### config.mk
export PLATFORM = sky130hd
export DESIGN_NAME = hazard_ctrl
export DESIGN_NICKNAME = d
export VERILOG_FILES = /design/src/rtl/hazard_ctrl.sv
export SDC_FILE = /design/constraint.sdc
export NUM_CORES = 1
export LEC_CHECK = 0
export BUFFER_PORTS_ARGS = -buffer_cell sky130_fd_sc_hd__buf_4
export CAP_MARGIN = 20
export CORE_UTILIZATION = 46
export DETAILED_ROUTE_END_ITERATION = 10
export PLACE_DENSITY_LB_ADDON = 0.08
export RECOVER_POWER = 25
export SETUP_SLACK_MARGIN = 0.15
export SLEW_MARGIN = 5
export SYNTH_ARGS = -nofsm -noshare
export SYNTH_HDL_FRONTEND = slang
export SYNTH_SLANG_ARGS = --single-unit
export TNS_END_PERCENT = 100
### constraint.sdc
create_clock -name CLK -period 3.2 [get_ports CLK]
set_input_delay 0.8 -clock CLK [delete_from_list [all_inputs] [get_ports CLK]]
set_output_delay 0.8 -clock CLK [all_outputs]
set_load 0.01 [all_outputs]
### src/rtl/hazard_ctrl.sv
// hazard_ctrl -- hazard, stall and forwarding control for the 5-stage pipeline.
//   Decides each cycle whether PC / F/D hold (StallF/StallD) and whether F/D or
//   D/E are cleared (FlushD/FlushE). Produces the operand-forwarding selects for
//   the D-stage comparator (ForwardAD/BD) and the E-stage ALU (ForwardAE/BE).
//   Sequences the multi-cycle multiply/divide unit (MDBusy/MDDone).
//   Counts stall cycles (StallCount).
// Ports:
//   CLK, Reset                     clock, synchronous active-high reset
//   RsD/RtD, RsE/RtE               source registers in D and E
//   WriteRegE/M/W, RegWriteE/M/W   destination register and write enable per stage
//   MemtoRegE/M                    stage holds a load
//   BranchD, PCSrcD                D holds a branch / D redirects the PC
//   MDStartE, MDOpE, MDUseD        mul/div issue in E, op (1 = div), D uses HI/LO
//   StallF, StallD, FlushD, FlushE pipeline register control
//   ForwardAD/BD, ForwardAE/BE     forwarding selects
//   MDBusy, MDDone, StallCount     mul/div status, stall-cycle counter
module hazard_ctrl #(
  parameter int MUL_CYCLES = 4,
  parameter int DIV_CYCLES = 32
) (
  input  logic        CLK,
  input  logic        Reset,
  input  logic [4:0]  RsD,
  input  logic [4:0]  RtD,
  input  logic [4:0]  RsE,
  input  logic [4:0]  RtE,
  input  logic [4:0]  WriteRegE,
  input  logic [4:0]  WriteRegM,
  input  logic [4:0]  WriteRegW,
  input  logic        RegWriteE,
  input  logic        RegWriteM,
  input  logic        RegWriteW,
  input  logic        MemtoRegE,
  input  logic        MemtoRegM,
  input  logic        BranchD,
  input  logic        PCSrcD,
  input  logic        MDStartE,
  input  logic        MDOpE,
  input  logic        MDUseD,
  output logic        StallF,
  output logic        StallD,
  output logic        FlushD,
  output logic        FlushE,
  output logic        ForwardAD,
  output logic        ForwardBD,
  output logic [1:0]  ForwardAE,
  output logic [1:0]  ForwardBE,
  output logic        MDBusy,
  output logic        MDDone,
  output logic [31:0] StallCount
);

  typedef enum logic [1:0] {IDLE, BUSY, DONE} md_state_t;

  localparam int MAXC = (MUL_CYCLES > DIV_CYCLES) ? MUL_CYCLES : DIV_CYCLES;
  // cnt only ever holds N-1, so clog2(N) bits are enough
  localparam int CW = (MAXC > 1) ? $clog2(MAXC) : 1;
  localparam logic [CW-1:0] MUL_LD = CW'(MUL_CYCLES - 1);
  localparam logic [CW-1:0] DIV_LD = CW'(DIV_CYCLES - 1);

  md_state_t     state;
  logic [CW-1:0] cnt;
  logic          lwstall, branchstall, mdstall, stall;

  // register 0 is hard-wired, so a compare against it never counts as a hazard
  function automatic logic match(input logic [4:0] a, input logic [4:0] b);
    return (a != 5'd0) && (a == b);
  endfunction

  function automatic logic [1:0] fwd_sel(input logic [4:0] rs);
    if (RegWriteM && match(rs, WriteRegM))      return 2'b10;
    else if (RegWriteW && match(rs, WriteRegW)) return 2'b01;
    else                                        return 2'b00;
  endfunction

  always_comb begin
    MDBusy      = 1'b0;
    MDDone      = 1'b0;
    ForwardAE   = 2'b00;
    ForwardBE   = 2'b00;
    ForwardAD   = 1'b0;
    ForwardBD   = 1'b0;
    lwstall     = 1'b0;
    branchstall = 1'b0;
    mdstall     = 1'b0;
    stall       = 1'b0;
    StallF      = 1'b0;
    StallD      = 1'b0;
    FlushD      = 1'b1;   // reset flushes both front registers
    FlushE      = 1'b1;
    if (!Reset) begin
      MDBusy      = (state == BUSY);
      MDDone      = (state == DONE);
      ForwardAE   = fwd_sel(RsE);
      ForwardBE   = fwd_sel(RtE);
      ForwardAD   = RegWriteM && match(RsD, WriteRegM);
      ForwardBD   = RegWriteM && match(RtD, WriteRegM);
      lwstall     = MemtoRegE && (match(RtE, RsD) || match(RtE, RtD));
      branchstall = BranchD &&
                    ((RegWriteE && (match(WriteRegE, RsD) || match(WriteRegE, RtD))) ||
                     (MemtoRegM && (match(WriteRegM, RsD) || match(WriteRegM, RtD))));
      mdstall     = MDUseD && (MDBusy || MDStartE);
      stall       = lwstall || branchstall || mdstall;
      StallF      = stall;
      StallD      = stall;
      FlushE      = stall;
      // a redirect resolved on stale operands must not flush F/D
      FlushD      = PCSrcD && !stall;
    end
  end

  always_ff @(posedge CLK) begin
    if (Reset) begin
      state      <= IDLE;
      cnt        <= '0;
      StallCount <= '0;
    end else begin
      if (StallD) StallCount <= StallCount + 32'd1;
      case (state)
        IDLE, DONE: begin
          // DONE accepts a new start so back-to-back ops have no idle gap
          if (MDStartE) begin
            cnt   <= MDOpE ? DIV_LD : MUL_LD;
            state <= BUSY;
          end else begin
            state <= IDLE;
          end
        end
        BUSY: begin
          if (cnt == '0) state <= DONE;
          else           cnt   <= cnt - 1'b1;
        end
        default: state <= IDLE;
      endcase
    end
  end

endmodule

=== Word level (Yosys, flattened, before mapping) ===
Index checks and enable logic that the tools add are counted.

* Logic and storage cells: 85
* Flip-flop bits (word level): 39
* Output and inout bits: 44

* Muxes and demuxes: 20
* Equal/unequal tests: 17
* Reduce and logical (&&, ||, !) cells: 43
* Add/sub/neg operators: 2

{| class="wikitable"
|+ Operators with widths
! kind !! count
|-
| $eq 5x5->1 || 12
|-
| $add 32x1->32 const B || 1
|-
| $reduce_bool 5->1 || 6
|-
| $logic_and 1x1->1 || 24
|-
| $mux 5 || 3
|-
| $mux 1 || 10
|-
| $mux 2 || 5
|-
| $pmux 5 s2 || 1
|-
| $logic_or 1x1->1 || 7
|-
| $logic_not 5->1 || 1
|-
| $sub 5x1->5 const B || 1
|-
| $ne 2x2->1 const B || 2
|-
| $pmux 2 s2 || 1
|-
| $reduce_and 3->1 || 1
|-
| $eq 2x1->1 const B || 1
|-
| $eq 2x2->1 const B || 1
|-
| $logic_not 2->1 || 1
|-
| $ne 2x1->1 const B || 1
|-
| $reduce_bool 2->1 || 1
|-
| $reduce_or 2->1 || 1
|-
| $logic_not 1->1 || 1
|}

=== Depth between registers and ports, before layout ===
* Depth after elaboration: 11
* Mapped depth: 10

=== Worst setup path after synthesis ===
OpenSTA, ideal clock, no wires.

* Path type: input to output
* Start point: in RtE[1]
* End point: out StallF
* Cell stages on the path: 8
* Arrival time: 2.423 ns
* Path slack: -0.023 ns
* Required time: 2.400 ns
* Buffers on the path: 3
* Cells stage by stage: buf_2 -> or4_4 -> o21ai_2 -> a21oi_2 -> nor3_2 -> buf_2 -> nor2_1 -> buf_4

* Longest elaborated chain between the ends: 7

{| class="wikitable"
|+ RTL lines
! item !! line !! source
|-
| start, declared || 26 || <nowiki>input logic [4:0] RtE,</nowiki>
|-
| $eq 5x5->1 or $reduce_bool 5->1 (tied branches) || 67 || <nowiki>return (a != 5'd0) && (a == b);</nowiki>
|-
| $logic_and 1x1->1 || 67 ||
|-
| $logic_or 1x1->1 * || 98 || <nowiki>lwstall = MemtoRegE && (match(RtE, RsD) || match(RtE, RtD));</nowiki>
|-
| $logic_and 1x1->1 * || 98 ||
|-
| $logic_or 1x1->1 * (2 in a row) || 103 || <nowiki>stall = lwstall || branchstall || mdstall;</nowiki>
|-
| $mux 1 * || n/a ||
|-
| end, declared || 40 || <nowiki>output logic StallF,</nowiki>
|}

Every way passes the cells marked *; elsewhere a longest branch is shown, timed or not.

=== Worst setup path after layout ===
* Start point: in WriteRegM[4]
* End point: out FlushD

* Longest elaborated chain between the ends: 11

{| class="wikitable"
|+ RTL lines
! item !! line !! source
|-
| start, declared || 28 || <nowiki>input logic [4:0] WriteRegM,</nowiki>
|-
| $eq 5x5->1 or $reduce_bool 5->1 (tied branches) || 67 ||
|-
| $logic_and 1x1->1 || 67 ||
|-
| $logic_or 1x1->1 * || 101 || <nowiki>(MemtoRegM && (match(WriteRegM, RsD) || match(WriteRegM, RtD))));</nowiki>
|-
| $logic_and 1x1->1 * || 101 ||
|-
| $logic_or 1x1->1 * || 100 || <nowiki>((RegWriteE && (match(WriteRegE, RsD) || match(WriteRegE, RtD))) ||</nowiki>
|-
| $logic_and 1x1->1 * || 99 || <nowiki>branchstall = BranchD &&</nowiki>
|-
| $logic_or 1x1->1 * (2 in a row) || 103 ||
|-
| $logic_not 1->1 * || 108 || <nowiki>FlushD = PCSrcD && !stall;</nowiki>
|-
| $logic_and 1x1->1 * || 108 ||
|-
| $mux 1 * || 91 || <nowiki>if (!Reset) begin</nowiki>
|-
| end, declared || 42 || <nowiki>output logic FlushD,</nowiki>
|}

Marks and branches as above.

==> flow_metrics.env <==
export IMPL_outcome="finished clean"
export IMPL_yosysUniqueCellTypes=51
export IMPL_vias_per_cell=5.49
export IMPL_clock_skew_ns=0.0120
export IMPL_rsz0062_at_grt="true"
export IMPL_synthesis_nets=393
export IMPL_mostFrequentLayoutCell="buf_4"
export IMPL_ant_nets=0
export IMPL_postCtsHoldBufs=0
export IMPL_max_vdd_ir_drop_mv=0.236
export IMPL_cp_endpoint="FlushD"
export IMPL_syn_area_per_cell_um2=8.09
export IMPL_worstPathArrival_ns=2.24
export IMPL_num_vias=2757
export IMPL_worstReg2RegEnd="StallCount[24]"
export IMPL_design_core_area_mm2=0.00568
export IMPL_power_switching_mw=0.324
export IMPL_ys_flop_type="dfxtp_1"
export IMPL_synth_top_area_cell="dfxtp_1"
export IMPL_internal_power_mw=0.791
export IMPL_seq_area_frac_synth=0.281
export IMPL_fin_crit_ns=3.04
export IMPL_gp_congestion=0.905
export IMPL_final_nets=479
export IMPL_fmax_mhz=329
export IMPL_clockPowerShare=0.289
export IMPL_clk_pin_slew_worst_paths_ns=0.07
export IMPL_pwr_share_comb=0.248
export IMPL_power_leakage_nw=1.30
export IMPL_critical_path_startpoint="WriteRegM[4]"
export IMPL_synth_cells=343
export IMPL_fin_setup_tns_ns=0
export IMPL_cts_root_buf="clkbuf_8"
export IMPL_whs_ns=0.481
export IMPL_power_density_mw_per_mm2=313
export IMPL_worstMarginPinSlew_ns=1.12
export IMPL_synth_top_area_share=0.281
export IMPL_cts_made_buffers=5
export IMPL_crit_path_end_kind="output port"
export IMPL_final_cell_mix="buf_4 (82), dfxtp_1 (39), a21oi_1 (33)"
export IMPL_min_delay_start="cnt[3]"
export IMPL_drt_iter0_markers=85
export IMPL_netlist_area_mm2=0.00278
export IMPL_grt_pass1_vias=2525
export IMPL_critPathRequiredTime_ns=2.40
export IMPL_cp_start_kind="input pin"
export IMPL_port_buffer_count=90
export IMPL_ys_warn_count=0
export IMPL_rr_startpoint="StallCount[4]"
export IMPL_die_x_um=79.7
export IMPL_grt_use_total=0.219
export IMPL_syn2layout_area_growth_pct=28.4
export IMPL_ys_seq_elements=39
export IMPL_power_frac_seq=0.463
export IMPL_grt_overflow_total=0
export IMPL_switching_share=0.290
export IMPL_clk_latency_ns=0.29
export IMPL_antenna_found_initial=0
export IMPL_maxCapViolCount=0
export IMPL_die_area_mm2=0.00635
export IMPL_cts_sinks=39
export IMPL_htree_levels=2
export IMPL_pin_count=91
export IMPL_async_flop_share=0
export IMPL_initial_core_util=0.489
export IMPL_slew_headroom=0.251
export IMPL_drive_above_1_share=0.279
export IMPL_path_max_fanout=5
export IMPL_drt_first_pass_iters=4
export IMPL_path_class="in -> out"
export IMPL_setup_violations=0
export IMPL_grt_max_degree=26
export IMPL_rrSetupSlack_ns=0.96
export IMPL_cts_buffer_depth=2
export IMPL_wl_per_cell_um=13.6
export IMPL_synthTopCellsByArea="dfxtp_1 (28%), xor2_1 (8.5%), xnor2_1 (7.9%)"
export IMPL_grt_pass1_wl_um=11200
export IMPL_cts_tree="done"
export IMPL_drc=0
export IMPL_fp_row_count=27
export IMPL_ff2ff_path_depth=5
export IMPL_drt_wl_total_um=6850
export IMPL_antennaDiodeCount=0
export IMPL_post_route_period_util=0.951
export IMPL_slew_viol_final=0
export IMPL_synth_edff_count=0
export IMPL_hpwlAfterDp_um=5240
export IMPL_finalHoldViolCount=0
export IMPL_chipHeight_um=79.7
export IMPL_min_path_type="reg -> reg"
-- Yosys cell counts, types with 2 or more instances --
cell,instances
buf_2,6
ha_1,3
dfxtp_1,39
nand2b_1,4
buf_6,9
clkbuf_2,2
and4_1,2
a21oi_2,2
and3_1,2
xnor2_1,25
or2_2,2
a21o_1,2
nor4_1,5
nand4_1,10
nor3_2,3
or3_2,2
or3_1,19
o31ai_1,9
a21oi_1,33
o21ai_0,22
a211oi_1,2
nand3_1,12
inv_1,9
or4_1,14
nand2_1,15
nor2_1,17
o21a_1,2
xor2_1,27
nor3_1,12
clkbuf_1,7
nor2b_1,5
-- sequential cells by signal, indices dropped and copies added (netlist names) --
name,cells
cnt,5
state,2
StallCount,32
-- layer usage --
metal,up-vias,routed length [µm],part of all wire,GRT usage
li1,1409,-,-,-
met5,-,0,0,0
met3,6,318,0.046,0.0457
met4,0,51,0.0074,0.0582
met1,1272,3120,0.45,0.271
met2,70,3360,0.49,0.382
-- final cells by class --
cell class | count | area [µm²]
sequential | 39 | 781
tap | 72 | 90.1
multi-input combinational | 270 | 1810
inverter | 9 | 33.8
clock inverter | 2 | 12.5
fill | 526 | 2110
timing repair buffer | 104 | 767
clock buffer | 6 | 72.6
-- worst max-delay path, cell delays in order --
cell and delay, ns:
buf_12 0.11, or4_4 0.52, o211ai_2 0.18, a21oi_2 0.06
nor3_2 0.17, buf_4 0.17, a21o_1 0.11, buf_4 0.11
-- power by group through the flow --
| stage | logic [mW] | registers, mW | clock network (mW) |
|---|---|---|---|
| final | 0.277 | 0.516 | 0.323 |
| after floorplan | 0.167 | 0.526 | 0 |
| after detailed placement | 0.264 | 0.527 | 0 |
| after global routing | 0.306 | 0.518 | 0.357 |
| after global placement | 0.262 | 0.527 | 0 |
| after CTS | 0.268 | 0.516 | 0.334 |
-- kinds of logic after synthesis --
kind of cell / synth area share
mux: 0.00361
fa+ha+maj: 0.0135
buf+inv: 0.0753
simple gates: 0.284
flops: 0.281
xor+xnor: 0.164
compound gates: 0.178
-- metrics by stage --
step,instance area [µm²],total power [mW],utilization,instances,setup slack [ns]
after floorplan,2800,0.693,-,343,0.0656
after global placement,3440,0.789,0.606,488,0.129
after detailed placement,3440,0.792,0.606,488,0.0993
after CTS,3530,1.12,0.623,497,0.144
after global routing,3560,1.18,0.628,502,0.0654
final,3560,1.12,0.628,502,0.158
-- repair_timing --
action,4_1_cts,5_1_grt
gates resized for setup,1,11
pin swaps,1,6
endpoints found under the setup margin,4,5
buffers inserted,1,5
-- worst min path at each step --
stage	slack (ns)	to	depth (start not counted)
after floorplan	0.44	cnt[3]	2
after global routing	0.50	cnt[3]	2
after global placement	0.46	cnt[3]	2
after detailed placement	0.47	cnt[3]	2
final	0.48	cnt[3]	2
after CTS	0.48	cnt[3]	2
Power figures use the tool's default switching activity.
